==> config.mk <==
export PLATFORM = sky130hd
export DESIGN_NAME = pin_edge_gen
export DESIGN_NICKNAME = d
export VERILOG_FILES = /design/src/rtl/pin_edge_gen.sv
export SDC_FILE = /design/constraint.sdc
export NUM_CORES = 1
export LEC_CHECK = 0
export CAP_MARGIN = 20
export CORE_MARGIN = 4
export CORE_UTILIZATION = 40
export DETAILED_ROUTE_END_ITERATION = 10
export GPL_TIMING_DRIVEN = 0
export SLEW_MARGIN = 20
export SYNTH_ARGS = -nofsm -noshare
export SYNTH_HDL_FRONTEND = slang
export SYNTH_SLANG_ARGS = --single-unit
export TNS_END_PERCENT = 100
==> constraint.sdc <==
create_clock -name clk300 -period 5.6 [get_ports clk300]
set_clock_uncertainty 0.05 [all_clocks]
set_input_delay 1.68 -clock clk300 [delete_from_list [all_inputs] [get_ports clk300]]
set_output_delay 1.68 -clock clk300 [all_outputs]
set_load 0.01 [all_outputs]
==> src/rtl/pin_edge_gen.sv <==
// Timestamped edge generator: queues (time, phase, level) events and renders them as 8-bit serializer words.
// Optional define PIN_EDGE_GEN_DUP_FILT_EN drops events that would not change the pin level.
module pin_edge_gen #(
  parameter int DEPTH = 4,
  parameter int TS_W  = 16
) (
  input  logic            clk300,
  input  logic            rst_n,
  input  logic            en,
  input  logic            ev_valid,
  output logic            ev_ready,
  input  logic [TS_W-1:0] ev_time,
  input  logic [2:0]      ev_ptime,
  input  logic            ev_level,
  output logic [7:0]      ser_word,
  output logic            pin_level,
  output logic [TS_W-1:0] tcnt,
  output logic            late_err,
  output logic            busy,
  output logic            dup_drop
);

  localparam int AW = $clog2(DEPTH);
  localparam int EW = TS_W + 4;
  localparam logic [AW:0] FULL_CNT = DEPTH[AW:0];

  typedef enum logic {IDLE, ARMED} state_t;

  state_t          state_reg, state_next;
  logic [EW-1:0]   mem_reg [DEPTH];
  logic [AW:0]     wr_ptr_reg, rd_ptr_reg, count;
  logic [TS_W-1:0] tcnt_reg;
  logic [7:0]      ser_word_reg;
  logic            pin_level_reg;
  logic            late_err_reg;

  logic            full, empty, push, store, pop, is_late, is_dup;
  logic [TS_W-1:0] head_time, d;
  logic [2:0]      head_ptime, ptime_eff;
  logic            head_level;
  logic [7:0]      word_next;

  assign count = wr_ptr_reg - rd_ptr_reg;
  assign full  = (count == FULL_CNT);
  assign empty = (count == '0);
  assign push  = ev_valid && !full;
  assign store = push && !is_dup;

  assign {head_level, head_ptime, head_time} = mem_reg[rd_ptr_reg[AW-1:0]];

  // Modular distance: upper half of the range means the head is already in the past.
  assign d         = head_time - tcnt_reg;
  assign pop       = (state_reg == ARMED) && en && ((d == '0) || d[TS_W-1]);
  assign is_late   = pop && (d != '0);
  assign ptime_eff = is_late ? 3'd0 : head_ptime;

  genvar gi;
  generate
    for (gi = 0; gi < 8; gi++) begin : g_word
      assign word_next[gi] = (3'(gi) < ptime_eff) ? pin_level_reg : head_level;
    end
  endgenerate

`ifdef PIN_EDGE_GEN_DUP_FILT_EN
  logic [AW-1:0] tail_idx;
  logic          ref_level;
  logic          dup_drop_reg;

  // Reference is the level the pin will have once everything queued has been emitted.
  assign tail_idx  = wr_ptr_reg[AW-1:0] - AW'(1);
  assign ref_level = empty ? pin_level_reg : mem_reg[tail_idx][EW-1];
  assign is_dup    = push && (ev_level == ref_level);
  assign dup_drop  = dup_drop_reg;

  always_ff @(posedge clk300 or negedge rst_n) begin
    if (!rst_n) dup_drop_reg <= 1'b0;
    else        dup_drop_reg <= is_dup;
  end
`else
  assign is_dup   = 1'b0;
  assign dup_drop = 1'b0;
`endif

  always_comb begin
    state_next = state_reg;
    case (state_reg)
      IDLE:  if (store) state_next = ARMED;
      ARMED: if (pop && !store && (count == (AW+1)'(1))) state_next = IDLE;
      default: state_next = IDLE;
    endcase
  end

  always_ff @(posedge clk300) begin
    if (store) mem_reg[wr_ptr_reg[AW-1:0]] <= {ev_level, ev_ptime, ev_time};
  end

  always_ff @(posedge clk300 or negedge rst_n) begin
    if (!rst_n) begin
      state_reg     <= IDLE;
      wr_ptr_reg    <= '0;
      rd_ptr_reg    <= '0;
      tcnt_reg      <= '0;
      ser_word_reg  <= 8'h00;
      pin_level_reg <= 1'b0;
      late_err_reg  <= 1'b0;
    end else begin
      state_reg    <= state_next;
      late_err_reg <= is_late;
      if (en)    tcnt_reg   <= tcnt_reg + TS_W'(1);
      if (store) wr_ptr_reg <= wr_ptr_reg + (AW+1)'(1);
      if (pop) begin
        rd_ptr_reg    <= rd_ptr_reg + (AW+1)'(1);
        ser_word_reg  <= word_next;
        pin_level_reg <= head_level;
      end else begin
        ser_word_reg  <= {8{pin_level_reg}};
      end
    end
  end

  assign ev_ready  = !full;
  assign ser_word  = ser_word_reg;
  assign pin_level = pin_level_reg;
  assign tcnt      = tcnt_reg;
  assign late_err  = late_err_reg;
  assign busy      = (state_reg == ARMED);

endmodule

==> results.txt <==
----------------------------------------------------
[Final layout]
  Flip-flop count of the largest register, all copies and words added ... 80
  Final core utilization ... 0.509
  Most used cells in the layout excluding fill and tap cells ... 80 x sky130_fd_sc_hd__edfxtp_1, 49 x sky130_fd_sc_hd__clkdlybuf4s50_1, 33 x sky130_fd_sc_hd__dfrtp_1
  Area used by sequential logic in the layout ... 3230 sq um
  Fill cell count ... 1117
  Area of the multi-input gates ... 2090 sq um
  Area Overhead vs Synth ... 23.6%
  ANT cells ... 0
  Proportion of layout cells with a drive suffix above 1 ... 0.143
  Design area ... 6760 sq um
  Fin nets ... 504
  Most frequent standard cell in the layout excluding fill and tap cells ... sky130_fd_sc_hd__edfxtp_1

[Pwr]
  Internal power summed over all cells ... 2740 uW
  Clk network pwr share ... 0.232
  Net Switching ... 1600 uW
  Sw Ratio ... 0.369
  Total power consumption of the routed design ... 4340 uW
  Power density cells ... 642 nW/um^2
  Maximum VDD drop ... 0.218 mV
  Cell leakage power ... 0.00252 uW
  Part of the total power dissipated in sequential elements ... 0.293
  Combinational power share ... 0.474

[Clock tree]
  Number of sinks driven by the clock tree ... 113
  Clock latency on the worst-skew pair ... 0.41 ns
  Clock Tree Root ... sky130_fd_sc_hd__clkbuf_16
  Buffer depth of the longest clock path ... 2
  Clock Pin Slew Worst Setup and Hold Paths ... 0.05 ns
  Post-CTS resize count ... 0
  Number of buffers added by the clock tree synthesis step ... 17
  Clock tree from TritonCTS ... yes
  CTS hold repair buffers ... 0
  Buffer count from post-CTS setup fixing ... 0
  H-tree levels ... 4

[Synth]
  Area of the mapped netlist ... 5470 sq um
  Most used DFF post-synth ... sky130_fd_sc_hd__edfxtp_1
  Distinct cells, synth ... 64
  Number of enable flip-flop cells after synthesis ... 80
  Average cell area after synthesis ... 14.2 sq um
  Number of nets in the synthesized netlist ... 434
  Synth Register Bits ... 113
  Synthesized instance count ... 386
  Share of flip-flops with an asynchronous set or reset ... 0.292
  Warning count from the yosys run ... 0
  Sequential element share of the synthesized area ... 0.590

[Setup path]
  Critical path endpoint category ... register
  Start-to-end type of the worst setup path ... register to register
  Worst reg2reg path endpoint ... ser_word[6]$_DFF_PN0_
  Arrival time at the worst endpoint ... 5.32 ns
  Required time worst endpoint ... 5.85 ns
  Path depth of the worst reg2reg path ... 14
  Top fanout value on the critical path ... 10
  Worst reg2reg startpoint ... rd_ptr_reg[0]$_DFFE_PN0N_
  Critical Path Start ... rd_ptr_reg[0]$_DFFE_PN0N_
  Register-to-register setup slack ... 0.53 ns
  Startpoint Class ... register

[Timing]
  Endpoints failing setup ... 0
  Highest achievable clock rate ... 197 MHz
  Transition time at the pin with the least slew margin ... 1.07 ns
  Max Slew Vio Count ... 0
  Worst Hold Slack ... 0.435 ns
  Final critical-path required period ... 5.07 ns
  Worst slew margin relative to its limit ... 0.287
  Final hold violation count ... 0
  Unrepaired setup endpoints after global routing ... false
  Post-route fraction of the period consumed by the critical path ... 0.905
  Setup TNS ... 0 ns

[Floorplanning]
  Total core area ... 13300 sq um
  Starting Density ... 0.412
  Chip width ... 125 um
  Row Count ... 42
  Io pins ... 53
  Overall die area ... 15600 sq um
  Height of the die ... 125 um

[Route]
  Total wire length ... 10700 um
  DRC marker count from the first detailed-route iteration ... 162
  Routed vias/inst ... 5.26
  Total DRC errors in the routed layout ... 0
  Wire length per cell after detailed routing ... 16.6 um
  Router iterations before antenna repair ... 5
  Remaining antenna violation count after routing ... 0
  Vias after detailed routing ... 3395

[Global route]
  Aggregate global routing overflow ... 0
  Overall routing resource usage ... 0.146
  Vias in the first global route ... 3407
  First-pass GRT wire length ... 17700 um
  Maximum number of pins on one net before global-route repair ... 31
  Number of antenna violations at the first check in global routing ... 0

[Status]
  Status ... finished, final reports clean

[Place]
  Global placement routability congestion ... 0.835
  Number of buffers added on ports ... 50
  Placed wire-length estimate after detailed placement ... 7680 um
  Total cell area at the placement stage ... 6210 sq um

[Hold path]
  Hold Crit Endpoint ... wr_ptr_reg[2]$_DFFE_PN0P_
  Startpoint of the most critical hold path ... wr_ptr_reg[2]$_DFFE_PN0P_
  Hold-critical path depth ... 1
  Worst min path class ... register to register

[Job]
  Max-capacitance violation count ... 0

----------------------------------------------------
==> power by group through the flow <==
stage | clock (uW) | combinational (uW) | sequential, uW
3_3_place_gp | 0 | 2030 | 1280
3_5_place_dp | 0 | 2060 | 1290
4_1_cts | 1030 | 2070 | 1280
6_report | 1010 | 2060 | 1270
2_1_floorplan | 0 | 1480 | 1290
5_1_grt | 1070 | 2300 | 1300
==> worst max-delay path, stage by stage, from the launching register on <==
cell and delay [ns]:
sky130_fd_sc_hd__dfrtp_1 0.40, sky130_fd_sc_hd__buf_6 0.15, sky130_fd_sc_hd__clkbuf_1 0.65, sky130_fd_sc_hd__clkbuf_1 0.61, sky130_fd_sc_hd__mux4_2 0.64, sky130_fd_sc_hd__ha_1 0.44
sky130_fd_sc_hd__nand2b_1 0.14, sky130_fd_sc_hd__a21oi_1 0.07, sky130_fd_sc_hd__nor4_1 0.29, sky130_fd_sc_hd__o2111ai_1 0.18, sky130_fd_sc_hd__nor4_2 0.43, sky130_fd_sc_hd__and4_1 0.24
sky130_fd_sc_hd__buf_2 0.17, sky130_fd_sc_hd__a31o_1 0.18, sky130_fd_sc_hd__mux2_4 0.30
==> synthesized netlist by cell type (all sizes together), types with 2 or more instances <==
cell type / count / area, sq um
a211o: 2 / 17.5
a211oi: 4 / 40.0
a21boi: 3 / 26.3
a21o: 4 / 30.0
a21oi: 16 / 83.8
a31o: 3 / 26.3
a31oi: 4 / 25.0
and2: 6 / 38.8
and3: 7 / 43.8
and4: 4 / 35.0
buf: 5 / 35.0
clkbuf: 4 / 15.0
dfrtp: 33 / 826
edfxtp: 80 / 2400
fa: 2 / 40.0
ha: 22 / 275
inv: 26 / 100
mux2: 6 / 78.8
mux4: 20 / 465
nand2: 27 / 101
nand2b: 4 / 32.5
nand3: 14 / 70.1
nand4: 4 / 25.0
nor2: 8 / 30.0
nor2b: 2 / 12.5
nor3: 5 / 25.0
nor4: 4 / 31.3
o2111ai: 4 / 35.0
o211ai: 5 / 42.5
o21ai: 10 / 53.8
o22ai: 2 / 12.5
o31ai: 2 / 15.0
or2: 2 / 12.5
or3: 2 / 12.5
or4: 3 / 26.3
xnor2: 22 / 200
xor2: 5 / 43.8
==> area by class of cell <==
| class | instances | share of cell area |
|---|---|---|
| Timing Repair Buffer | 51 | 0.0762 |
| Sequential cell | 113 | 0.477 |
| Multi-Input combinational cell | 238 | 0.310 |
| Inverter | 26 | 0.0148 |
| Clock buffer | 20 | 0.0646 |
| Buffer | 9 | 0.00740 |
| Tap cell | 176 | 0.0326 |
| Clock inverter | 12 | 0.0172 |
==> stage by stage <==
stage	std cells	setup slack, ns
after detailed placement	613	0.447
after floorplan	386	1.32
after global routing	645	0.116
after CTS	645	0.425
final	645	0.529
after global placement	612	0.420
==> metal layers <==
layer | track usage | vias up | part of all wire
met5 | 0 | - | 0
met4 | 0.0733 | 0 | 0.018
met3 | 0.0358 | 13 | 0.047
met2 | 0.221 | 71 | 0.47
met1 | 0.198 | 1691 | 0.47
li1 | - | 1620 | -
==> kinds of logic (layout without fill, tap and decap cells) <==
group / count (synthesis) / in the layout / share of synthesized area
compound gates: 65 / 65 / 0.0839
other cells: 1 / 1 / 0.000685
xor+xnor: 27 / 27 / 0.0446
buf+inv: 35 / 118 / 0.0274
fa+ha+maj: 24 / 24 / 0.0576
mux: 27 / 27 / 0.101
simple gates: 94 / 94 / 0.0944
flops: 113 / 113 / 0.590
==> how the worst max path moves through the flow <==
| stage | to | slack (ns) | cells after the start |
|---|---|---|---|
| 2_1_floorplan | ser_word[5]$_DFF_PN0_ | 1.32 | 14 |
| 3_3_place_gp | ser_word[6]$_DFF_PN0_ | 0.42 | 14 |
| 3_5_place_dp | ser_word[6]$_DFF_PN0_ | 0.45 | 14 |
| 4_1_cts | ser_word[6]$_DFF_PN0_ | 0.43 | 14 |
| 5_1_grt | ser_word[6]$_DFF_PN0_ | 0.12 | 14 |
| 6_report | ser_word[6]$_DFF_PN0_ | 0.53 | 14 |
(Power assumes the default switching activity.)
